File: config.mk
export PLATFORM = sky130hd
export DESIGN_NAME = special_key_decoder
export DESIGN_NICKNAME = d
export VERILOG_FILES = /design/src/rtl/special_key_decoder_pkg.sv /design/src/rtl/special_key_decoder_prefix_timer.sv /design/src/rtl/special_key_decoder.sv
export SDC_FILE = /design/constraint.sdc
export NUM_CORES = 1
export LEC_CHECK = 0
export BUFFER_PORTS_ARGS = -buffer_cell sky130_fd_sc_hd__buf_2
export CORE_UTILIZATION = 40
export CTS_CLUSTER_DIAMETER = 120
export DETAILED_ROUTE_END_ITERATION = 6
export GPL_TIMING_DRIVEN = 0
export PLACE_DENSITY = 0.69
export SLEW_MARGIN = 20
export SYNTH_ARGS = -nofsm -noshare
export SYNTH_HDL_FRONTEND = slang
export SYNTH_HIERARCHICAL = 1
export SYNTH_SLANG_ARGS = --single-unit
export TNS_END_PERCENT = 10
File: constraint.sdc
create_clock -name clk -period 2 [get_ports clk]
set_input_delay 0.1 -clock clk [delete_from_list [all_inputs] [get_ports clk]]
set_output_delay 0.1 -clock clk [all_outputs]
set_load 0.005 [all_outputs]
File: src/rtl/special_key_decoder_pkg.sv
// -----------------------------------------------------------------------------
// special_key_decoder_pkg
//   Shared PS/2 set-2 scan-code constants and FSM state encodings for the
//   special-key scan-code front end.
//   No ports (package).
// -----------------------------------------------------------------------------
package special_key_decoder_pkg;

  // Scan codes (PS/2 set 2)
  localparam logic [7:0] SC_E0    = 8'hE0;  // extended prefix
  localparam logic [7:0] SC_E1    = 8'hE1;  // Pause prefix
  localparam logic [7:0] SC_F0    = 8'hF0;  // break prefix
  localparam logic [7:0] SC_F11   = 8'h78;
  localparam logic [7:0] SC_F12   = 8'h07;
  localparam logic [7:0] SC_SCRLK = 8'h7E;
  localparam logic [7:0] SC_BAT   = 8'hAA;  // self-test passed (keyboard (re)start)
  localparam logic [7:0] SC_ERR0  = 8'h00;
  localparam logic [7:0] SC_ERR1  = 8'hFF;
  localparam logic [7:0] SC_FAIL  = 8'hFC;

  // FSM state encodings
  localparam logic [2:0] ST_IDLE  = 3'd0;
  localparam logic [2:0] ST_E0    = 3'd1;
  localparam logic [2:0] ST_F0    = 3'd2;
  localparam logic [2:0] ST_E0F0  = 3'd3;
  localparam logic [2:0] ST_PAUSE = 3'd4;

  // Pause make sequence is E1 followed by seven more bytes
  localparam logic [2:0] PAUSE_SKIP = 3'd7;

  // Bytes that indicate the keyboard restarted or lost sync: every held key
  // must be considered released.
  function automatic logic is_clear_code(input logic [7:0] b);
    return (b == SC_BAT) || (b == SC_FAIL) || (b == SC_ERR1);
  endfunction

endpackage

File: src/rtl/special_key_decoder_prefix_timer.sv
// -----------------------------------------------------------------------------
// prefix_timer
//   Saturating cycle counter that measures how long a prefix sequence has been
//   waiting for its next byte.
// Ports:
//   clk       in   system clock
//   reset_n   in   async active-low reset
//   clear_i   in   restart count at 0 (a byte arrived); wins over run_i
//   run_i     in   count this cycle (sequence in progress)
//   expire_o  out  count has reached TO_CYCLES while running
// -----------------------------------------------------------------------------
module prefix_timer #(
  parameter int              TO_W      = 20,
  parameter logic [TO_W-1:0] TO_CYCLES = {TO_W{1'b1}}
) (
  input  logic clk,
  input  logic reset_n,
  input  logic clear_i,
  input  logic run_i,
  output logic expire_o
);

  logic [TO_W-1:0] count_q, count_d;

  always_comb begin
    count_d = count_q;
    if (clear_i) begin
      count_d = '0;
    end else if (run_i && (count_q != TO_CYCLES)) begin
      // stop at TO_CYCLES so the counter never wraps back into range
      count_d = count_q + 1'b1;
    end
  end

  always_ff @(posedge clk or negedge reset_n) begin
    if (!reset_n) begin
      count_q <= '0;
    end else begin
      count_q <= count_d;
    end
  end

  assign expire_o = run_i && (count_q == TO_CYCLES);

endmodule

File: src/rtl/special_key_decoder.sv
// -----------------------------------------------------------------------------
// special_key_decoder
//   Scan-code front end for the special-key handler. Consumes PS/2 set-2 bytes
//   and produces held-key levels for F12, ScrollLock and F11 plus a one-cycle
//   Pause pulse. E0/F0/E1 prefixes are tracked so extended and break codes are
//   never mistaken for the plain keys.
// Ports:
//   clk         in   system clock
//   reset_n     in   async active-low reset
//   rx_data     in   scan-code byte (valid with rx_valid)
//   rx_valid    in   one-cycle byte strobe
//   key_blksbr  out  F12 held
//   key_osd     out  ScrollLock (non-extended) held
//   key_reset   out  F11 held
//   key_pause   out  one-cycle pulse after a complete Pause sequence
//   seq_error   out  one-cycle pulse when a prefix is abandoned by timeout
// -----------------------------------------------------------------------------
module special_key_decoder
  import special_key_decoder_pkg::*;
#(
  parameter int              TO_W      = 20,
  parameter logic [TO_W-1:0] TO_CYCLES = {TO_W{1'b1}}
) (
  input  logic       clk,
  input  logic       reset_n,
  input  logic [7:0] rx_data,
  input  logic       rx_valid,
  output logic       key_blksbr,
  output logic       key_osd,
  output logic       key_reset,
  output logic       key_pause,
  output logic       seq_error
);

  logic [2:0] state_q, state_d;
  logic [2:0] skip_q, skip_d;
  logic       blksbr_q, blksbr_d;
  logic       osd_q, osd_d;
  logic       rst_q, rst_d;
  logic       pause_q, pause_d;
  logic       err_q, err_d;
  logic       expire;

  prefix_timer #(
    .TO_W      (TO_W),
    .TO_CYCLES (TO_CYCLES)
  ) u_timer (
    .clk      (clk),
    .reset_n  (reset_n),
    .clear_i  (rx_valid),
    .run_i    (state_q != ST_IDLE),
    .expire_o (expire)
  );

  always_comb begin
    state_d  = state_q;
    skip_d   = skip_q;
    blksbr_d = blksbr_q;
    osd_d    = osd_q;
    rst_d    = rst_q;
    pause_d  = 1'b0;
    err_d    = 1'b0;

    // A byte arriving on the expiry cycle is processed normally; the timeout
    // only acts when the line stayed silent.
    if (rx_valid) begin
      case (state_q)
        ST_IDLE: begin
          if (rx_data == SC_E0) begin
            state_d = ST_E0;
          end else if (rx_data == SC_F0) begin
            state_d = ST_F0;
          end else if (rx_data == SC_E1) begin
            state_d = ST_PAUSE;
            skip_d  = PAUSE_SKIP;
          end else if (is_clear_code(rx_data)) begin
            blksbr_d = 1'b0;
            osd_d    = 1'b0;
            rst_d    = 1'b0;
          end else if (rx_data == SC_F12) begin
            blksbr_d = 1'b1;
          end else if (rx_data == SC_SCRLK) begin
            osd_d = 1'b1;
          end else if (rx_data == SC_F11) begin
            rst_d = 1'b1;
          end
        end
        ST_F0: begin
          if (rx_data == SC_F12)   blksbr_d = 1'b0;
          if (rx_data == SC_SCRLK) osd_d    = 1'b0;
          if (rx_data == SC_F11)   rst_d    = 1'b0;
          state_d = ST_IDLE;
        end
        ST_E0: begin
          // E0 7E is Ctrl+Break, not ScrollLock: only E0 F0 keeps us in a prefix
          state_d = (rx_data == SC_F0) ? ST_E0F0 : ST_IDLE;
        end
        ST_E0F0: begin
          state_d = ST_IDLE;
        end
        ST_PAUSE: begin
          // content of the Pause tail is not inspected, only counted
          if (skip_q <= 3'd1) begin
            skip_d  = '0;
            state_d = ST_IDLE;
            pause_d = 1'b1;
          end else begin
            skip_d = skip_q - 1'b1;
          end
        end
        default: begin
          state_d = ST_IDLE;
          skip_d  = '0;
        end
      endcase
    end else if (expire) begin
      state_d = ST_IDLE;
      skip_d  = '0;
      err_d   = 1'b1;
    end
  end

  always_ff @(posedge clk or negedge reset_n) begin
    if (!reset_n) begin
      state_q  <= ST_IDLE;
      skip_q   <= '0;
      blksbr_q <= 1'b0;
      osd_q    <= 1'b0;
      rst_q    <= 1'b0;
      pause_q  <= 1'b0;
      err_q    <= 1'b0;
    end else begin
      state_q  <= state_d;
      skip_q   <= skip_d;
      blksbr_q <= blksbr_d;
      osd_q    <= osd_d;
      rst_q    <= rst_d;
      pause_q  <= pause_d;
      err_q    <= err_d;
    end
  end

  assign key_blksbr = blksbr_q;
  assign key_osd    = osd_q;
  assign key_reset  = rst_q;
  assign key_pause  = pause_q;
  assign seq_error  = err_q;

endmodule

Word-level counts from Yosys, hierarchy flattened
Index checks and enable logic that the tools add are counted.

Bits in registers: 31. Bits of input ports: 11. Output and inout bits: 5. Logic and storage cells: 103.

$add $sub $neg: 2. Order comparisons: 1. Equality and inequality tests: 32. Mux-type cells: 45. Reduce and logical (&&, ||, !) cells: 15.

Operators by type and width (number): 8-bit == test, second input constant (6); 20-bit two-way mux (2); 3-bit two-way mux (11); 3-bit != test, second input constant (9); 1-bit two-way mux (26); 20-bit by 1-bit adder with 20-bit output, second input constant (1); 20-bit == test, second input constant (1); 20-bit != test, second input constant (1); 3-bit case mux with 3 select lines (2); 8-bit by 7-bit == test with 1-bit output, second input constant (2); 2-bit != test, second input constant (7); 9-bit AND reduction (1); 8-bit by 3-bit == test with 1-bit output, second input constant (1); 8-bit AND reduction (1); 7-bit AND reduction (1); 3-bit by 2-bit == test with 1-bit output, second input constant (2); 1-bit case mux with 2 select lines (3); 2-bit nonzero test (3); 5-bit != test, second input constant (1); 5-bit AND reduction (1); 3-bit by 1-bit == test with 1-bit output, second input constant (1); 3-bit == test, second input constant (1); 3-bit by 1-bit <= comparator with 1-bit output, second input constant (1); 3-bit logical NOT (1); other kinds (7) (9).

Logic depth before layout (Yosys ltp)
Gate-level depths: netlist of run 1.

Depth in word-level cells: 9. Gate-level depth with buffers: 7. Gate-level depth less buffers: 6.

Modules after synthesis
Netlist of run 1, hierarchy kept.

Modules (own cells, without submodules): prefix_timer (instances 1, cells each 137, area each 1340.0 um2, seq. area each 500.5 um2); special_key_decoder (instances 1, cells each 104, area each 900.9 um2, seq. area each 275.3 um2).

Worst setup path before layout of run 1
Ideal clock, no wire load.

Kind: register to register. Start point: register state_q[1]. End point: register skip_q[0]. Library setup time: 0.127 ns. Arrival: 1.915 ns. Required time: 1.873 ns. Setup slack: -0.042 ns. Cell stages (with the launch flop): 8. Buffers on the path: 1. Clock period less this slack: 2.042 ns. Cell sequence: dfrtp_1 clkbuf_1 or3_1 nand4_4 nor3_1 or2_2 nand3_2 mux2_1.

Word-level cells in the longest chain between the ends: 4. Elaborated cells on any way between the ends: 16. Those cells by class: eq/ne (8); mux (2); reduce/logical (6).

Ends and longest elaborated chain: from (decl) (line special_key_decoder.sv:35) `logic [2:0] state_q, state_d;`; from (signal assigned) (line special_key_decoder.sv:133) `state_q <= state_d;`; 3-bit nonzero test (line special_key_decoder.sv:51) `.run_i (state_q != ST_IDLE),`; 1-bit logical AND (line special_key_decoder_prefix_timer.sv:43) `assign expire_o = run_i && (count_q == TO_CYCLES);`; net expire (line special_key_decoder.sv:42) `logic expire;`; 2-bit nonzero test (no source line); 5-bit AND reduction (no source line); to (signal assigned) (line special_key_decoder.sv:134) `skip_q <= skip_d;`; to (decl) (line special_key_decoder.sv:36) `logic [2:0] skip_q, skip_d;`.

The timed path passes the listed nets, and every way through them passes these cells. A chain may end at the register's enable or synchronous reset.

Worst setup path after layout of run 1
Start point: register state_q[0]. End point: register skip_q[1].

Same word-level chain as after synthesis.

==> out/metrics.cfg, run 1 <==
[outcome]
status = complete, no violations

[timing]
fmax_mhz = 521
post-route-min-period_ns = 1.92
setup_viol_count_final = 0
relSlewSlack_pct = 53.3
slew_violations = 0
setup_slack_ns = 0.0800
clock_skew_ns = 0.00694
post-route-period-util_pct = 96.0
hold_viol = 0
max_slew.worst_pin.slew_ns = 0.701

[yosys]
synth-seq-area-share_pct = 34.6
ys_ff_latch = 31
syn_nets = 255
syn_area_mm2 = 0.00224
avgSynthCellArea_um2 = 9.30
yosys_warnings = 6
yosysUniqueCellTypes = 59
syn_inst = 241
netlist.top_cell.by_area = dfrtp_1
synth-edff-count = 0
synth.area.top_cells = dfrtp_1, mux2_1, nor2b_1, nor2_1, nand2_1
synth_flop_cell = dfrtp_1
async_reset_ff_share_pct = 100
synthMostInstantiatedCell = dfrtp_1
yosys.area.top_type_share_pct = 34.6
synth_commonest_cells = dfrtp_1, nor2_1, nand2_1

[routing]
wl_per_cell_um = 14.3
vias_per_cell = 5.83
via_count = 1976
antenna_left = 0
routed_wl_um = 4830
drt_pre_antenna_iters = 4
drtIter0Drc = 85
drcViolationCount = 0

[setup_path]
endpoint_kind = register
crit_type = reg -> reg
crit_arrival_ns = 2.09
ff2ff_path_depth = 6
crit_path_max_fanout = 7
start_kind = register
rrSetupSlack_ns = 0.08
startpoint = state_q[0]
cp.required_ns = 2.17
r2r_start = state_q[0]
r2r-end = skip_q[1]

[clock_tree]
worstSkewPairLatency_ns = 0.29
cts.clk_slew.worst_paths_ns = 0.07
htree_num_levels = 2
clock_path_buffers = 2
cts_tree = done
clkSinkCount = 31
cts_made_buffers = 5
clockRootBuffer = clkbuf_8

[hold_path]
worst_hold_path.endpoint = state_q[1]
min_from = rx_data[4]
whs_path_depth = 3
hp-class = in -> reg

[grt]
gr-usage-met2_pct = 29.8
grt_max_degree = 32
grt_overflow = 0
met1_usage_pct = 22.5
grt_pass1_wl_um = 8490
grt_usage_pct = 17.6
antenna_found_initial = 0
grt_pass1_vias = 1872
busiest_layer = met2
grt_use_met3_pct = 3.21

[placement]
dpl.hpwl_um = 3380
gp_congestion = 0.835
preCtsSetupSlack_ns = -0.204
place_inst = 325
port_buffers = 14

[job]
drv_cap = 0

[floorplan]
die_h_um = 76.9
die_w_um = 76.9
start_util_pct = 42.8
core.rowCount = 26
coreArea_mm2 = 0.00524
dieArea_mm2 = 0.00591
io_pins = 16

[power]
peakVddDrop_uv = 518
power_density_mw_per_mm2 = 740
power_leakage_nw = 1.11
power_w = 0.00194

[layout]
diodes = 0
fillers = 478
drive_gt1_share_pct = 26.0
final_net_count = 282
synthToLayoutAreaGrowth_pct = 16.7
instances_no_fill = 339

-- per-stage QoR --
step	hold WS [ns]	util (%)	area (um^2)	TNS, ns
3_3_place_gp	0.187	45.9	2400	-1.14
6_report	0.138	49.9	2620	0
5_1_grt	0.158	49.9	2620	-0.0225
4_1_cts	0.131	48.5	2540	0
3_5_place_dp	0.199	45.9	2400	-1.25
2_1_floorplan	-0.196	-	2250	0
-- routing by layer --
| layer | part of all wire [%] | up-vias |
|---|---|---|
| met5 | 0 | - |
| met4 | 1.4 | 0 |
| met3 | 3.1 | 9 |
| met2 | 48 | 44 |
| met1 | 47 | 959 |
| li1 | - | 964 |
-- worst max path at each step --
stage / end / slack, ns
6_report: skip_q[1] / 0.08
5_1_grt: skip_q[0] / -0.01
3_5_place_dp: u_timer/count_q[17] / -0.20
2_1_floorplan: skip_q[0] / 0.03
3_3_place_gp: u_timer/count_q[17] / -0.20
4_1_cts: skip_q[1] / 0.01
-- worst max-delay path, cell delays in order, from the launching register on --
cell and delay, ns:
dfrtp_2 0.45, or3_4 0.43, nand4_4 0.11, nor3_4 0.05
or2_2 0.32, nand3_2 0.10, mux2_1 0.33
-- cells by family (layout without fill, tap and decap cells) --
| family | count (synthesis) | count (layout) | synth area share [%] |
|---|---|---|---|
| compound gates | 52 | 52 | 18.1 |
| buf+inv | 20 | 48 | 4.35 |
| xor+xnor | 2 | 2 | 0.782 |
| simple gates | 119 | 119 | 33.4 |
| flops | 31 | 31 | 34.6 |
| fa+ha+maj | 3 | 3 | 1.68 |
| mux | 14 | 14 | 6.98 |
-- flip-flops by register name (all words and copies together) (netlist names) --
register and flops:
u_timer/count_q 20, seq_error 1, state_q 3, key_blksbr 1, skip_q 3, key_pause 1
key_reset 1, key_osd 1
-- where the power goes --
group,leakage (nW),internal [W],total (W),switching (W)
Clock,0.0612,0.000403,0.000641,0.000238
Sequential,0.405,0.000694,0.000786,0.0000921
Combinational,0.640,0.000234,0.000510,0.000275
Total,1.11,0.00133,0.00194,0.000605
-- layout by cell type, fill, tap and decap left out, types with 9 or more instances in the layout --
master / instances
nor2_1: 20
a21oi_1: 12
nand3_1: 10
inv_1: 9
nor2b_1: 14
buf_2: 14
nand2_1: 19
dfrtp_1: 27
-- layout make-up --
type	count	area, um^2	area share, %
plain buffers	8	53.8	2.06
clock buffers	6	82.6	3.16
clock inverters	2	35.0	1.34
inverters	9	33.8	1.29
multi-input cells	190	1400	53.6
flip-flops and latches	31	781	29.9
well taps	70	87.6	3.35
repair buffers	23	140	5.36
-- timing repair --
item | CTS | global route
buffers inserted | 1 | 7
gates resized for setup | 5 | 5
hold buffers | 1 | 0
pin swaps | 1 | 1
endpoints found under the setup margin | 13 | 3
endpoints found under the hold margin | 31 | 0
gates cloned | 0 | 0
Note: power is estimated with default switching activity, not from simulation.
==> run 2, diff against run 1 <==
--- a/config.mk
+++ b/config.mk
@@ -11,6 +11,7 @@
 export DETAILED_ROUTE_END_ITERATION = 6
 export GPL_TIMING_DRIVEN = 0
 export PLACE_DENSITY = 0.69
+export SETUP_SLACK_MARGIN = 0.4
 export SLEW_MARGIN = 20
 export SYNTH_ARGS = -nofsm -noshare
 export SYNTH_HDL_FRONTEND = slang
==> run 2 against run 1 <==
  * Cell area grew 7.2%
  * Utilization grew 3.6 points
  * Largest power group unchanged
  * Non-clock buffer count increased by 12
  * Via count is 4.3% higher
  * Critical path type unchanged
  * Clock power is 16% lower
  * Setup slack gained 0.081 ns
  * Cell count grew 3.5%
  * Register-to-register slack better by 0.08 ns
==> out/metrics.cfg, run 2 (same netlist as run 1, synthesis figures left out) <==
[grt]
grt_usage_pct = 19.0
grt_max_degree = 32
antenna_found_initial = 0
grt_pass1_vias = 1968
grt_overflow = 0
grt_pass1_wl_um = 9090

[layout]
reg_top3 = u_timer/count_q (20), skip_q (3), state_q (3)
largest_register = u_timer/count_q
final_cell_mix = dfrtp_1, nor2_1, nand2_1, buf_4
fillers = 480
ff_latch_area_um2 = 781
multi_input_area_mm2 = 0.00149
largest_register_ffs = 20
drive_gt1_share_pct = 31.3
final_net_count = 294
fin_util_pct = 53.5
diodes = 0
synthToLayoutAreaGrowth_pct = 25.1
final_common_cell = dfrtp_1

[floorplan]
dieArea_mm2 = 0.00591
io_pins = 16
die_h_um = 76.9
start_util_pct = 42.8
coreArea_mm2 = 0.00524
core.rowCount = 26
die_w_um = 76.9

[hold_path]
whs_path_depth = 3
hp-class = in -> reg

[routing]
drtIter0Drc = 131
routed_wl_um = 5480
drcViolationCount = 0
drt_pre_antenna_iters = 4
wl_per_cell_um = 15.6
via_count = 2061
antenna_left = 0
vias_per_cell = 5.87

[setup_path]
cp.required_ns = 2.16
endpoint_kind = register
crit_arrival_ns = 2.00
rrSetupSlack_ns = 0.16
start_kind = register
crit_path_max_fanout = 10
ff2ff_path_depth = 6
crit_type = reg -> reg

[timing]
max_slew.worst_pin.slew_ns = 0.710
hold_viol = 0
setup_slack_ns = 0.161
post-route-period-util_pct = 92.0
post-route-min-period_ns = 1.84
clock_skew_ns = 0.00625
slew_violations = 0
fmax_mhz = 544
grt_setup_unrepaired = yes
relSlewSlack_pct = 52.7
setup_viol_count_final = 0

[clock_tree]
clock_path_buffers = 2
htree_num_levels = 2
cts.clk_slew.worst_paths_ns = 0.07
clockRootBuffer = clkbuf_8
worstSkewPairLatency_ns = 0.28
clkSinkCount = 31
cts_made_buffers = 5
cts_tree = done

[power]
power_density_mw_per_mm2 = 678
power_w = 0.00190
peakVddDrop_uv = 400
power_leakage_nw = 1.18

[placement]
dpl.hpwl_um = 3580
port_buffers = 14
preCtsSetupSlack_ns = -0.0957
gp_congestion = 0.788

[outcome]
status = complete, no violations

[job]
drv_cap = 0

[run 2: changes by cell type in the layout (fill, tap and decap cells not counted), moves of 2 or more]
cell	previous run	this run
clkbuf_4	0	2
a211oi_2	1	3
buf_4	8	16
mux2_4	0	3
mux2_1	8	5
a211oi_1	3	0
clkbuf_8	6	8
a2111oi_4	0	2
a2111oi_2	2	0
[run 2: metal layers]
layer	vias to the layer above	routed length (um)	track usage, %
li1	986	-	-
met1	1016	2510	23.3
met2	51	2720	33.5
met3	8	193	3.45
met4	0	53	6.15
met5	-	0	0
[run 2: path summary, 6_finish.rpt]
check / from / endpoint
max: state_q[0] / u_timer/count_q[6]
min in group asynchronous: reset_n / u_timer/count_q[18]
min: rx_data[4] / state_q[1]
min reg2reg: key_reset / key_reset
max reg2reg: state_q[0] / u_timer/count_q[6]
max in group asynchronous: reset_n / u_timer/count_q[9]
[run 2: worst max-delay path, stage by stage (launching register included)]
cell and delay, ns:
dfrtp_1 0.38, buf_8 0.12, or3_4 0.42, clkbuf_4 0.21, inv_1 0.20, a21oi_4 0.07
a221oi_1 0.31
[run 2: cell type report]
| type | count | share of cell area [%] |
|---|---|---|
| Sequential cell | 31 | 27.8 |
| Buffer | 11 | 3.30 |
| Multi-Input combinational cell | 190 | 53.1 |
| Inverter | 9 | 1.20 |
| Clock buffer | 8 | 3.57 |
| Timing Repair Buffer | 32 | 7.85 |
| Tap cell | 70 | 3.12 |
[run 2: metrics by stage]
| step | TNS (ns) | instances | cell area (um^2) | hold slack [ns] |
|---|---|---|---|---|
| floorplan | 0 | 241 | 2270 | -0.196 |
| global placement | -0.230 | 325 | 2420 | 0.190 |
| detailed placement | -0.244 | 325 | 2420 | 0.192 |
| CTS | 0 | 340 | 2620 | 0.161 |
| global route | 0 | 351 | 2800 | 0.180 |
| finish | 0 | 351 | 2800 | 0.160 |
[run 2: power breakdown]
part           leakage (nW)  switching [W]  internal [W]  total [W]
clock network        0.0515       0.000225      0.000314   0.000538
logic                 0.727       0.000319      0.000277   0.000596
registers             0.404      0.0000760      0.000691   0.000767
total                  1.18       0.000620       0.00128    0.00190
[run 2: timing repair]
| action | in CTS | in global routing |
|---|---|---|
| cloned | 0 | 0 |
| hold buffers | 1 | 0 |
| resized for setup | 11 | 17 |
| endpoints found under the hold margin | 31 | 0 |
| pin swaps | 2 | 9 |
| buffers inserted | 6 | 11 |
| endpoints found under the setup margin | 28 | 29 |
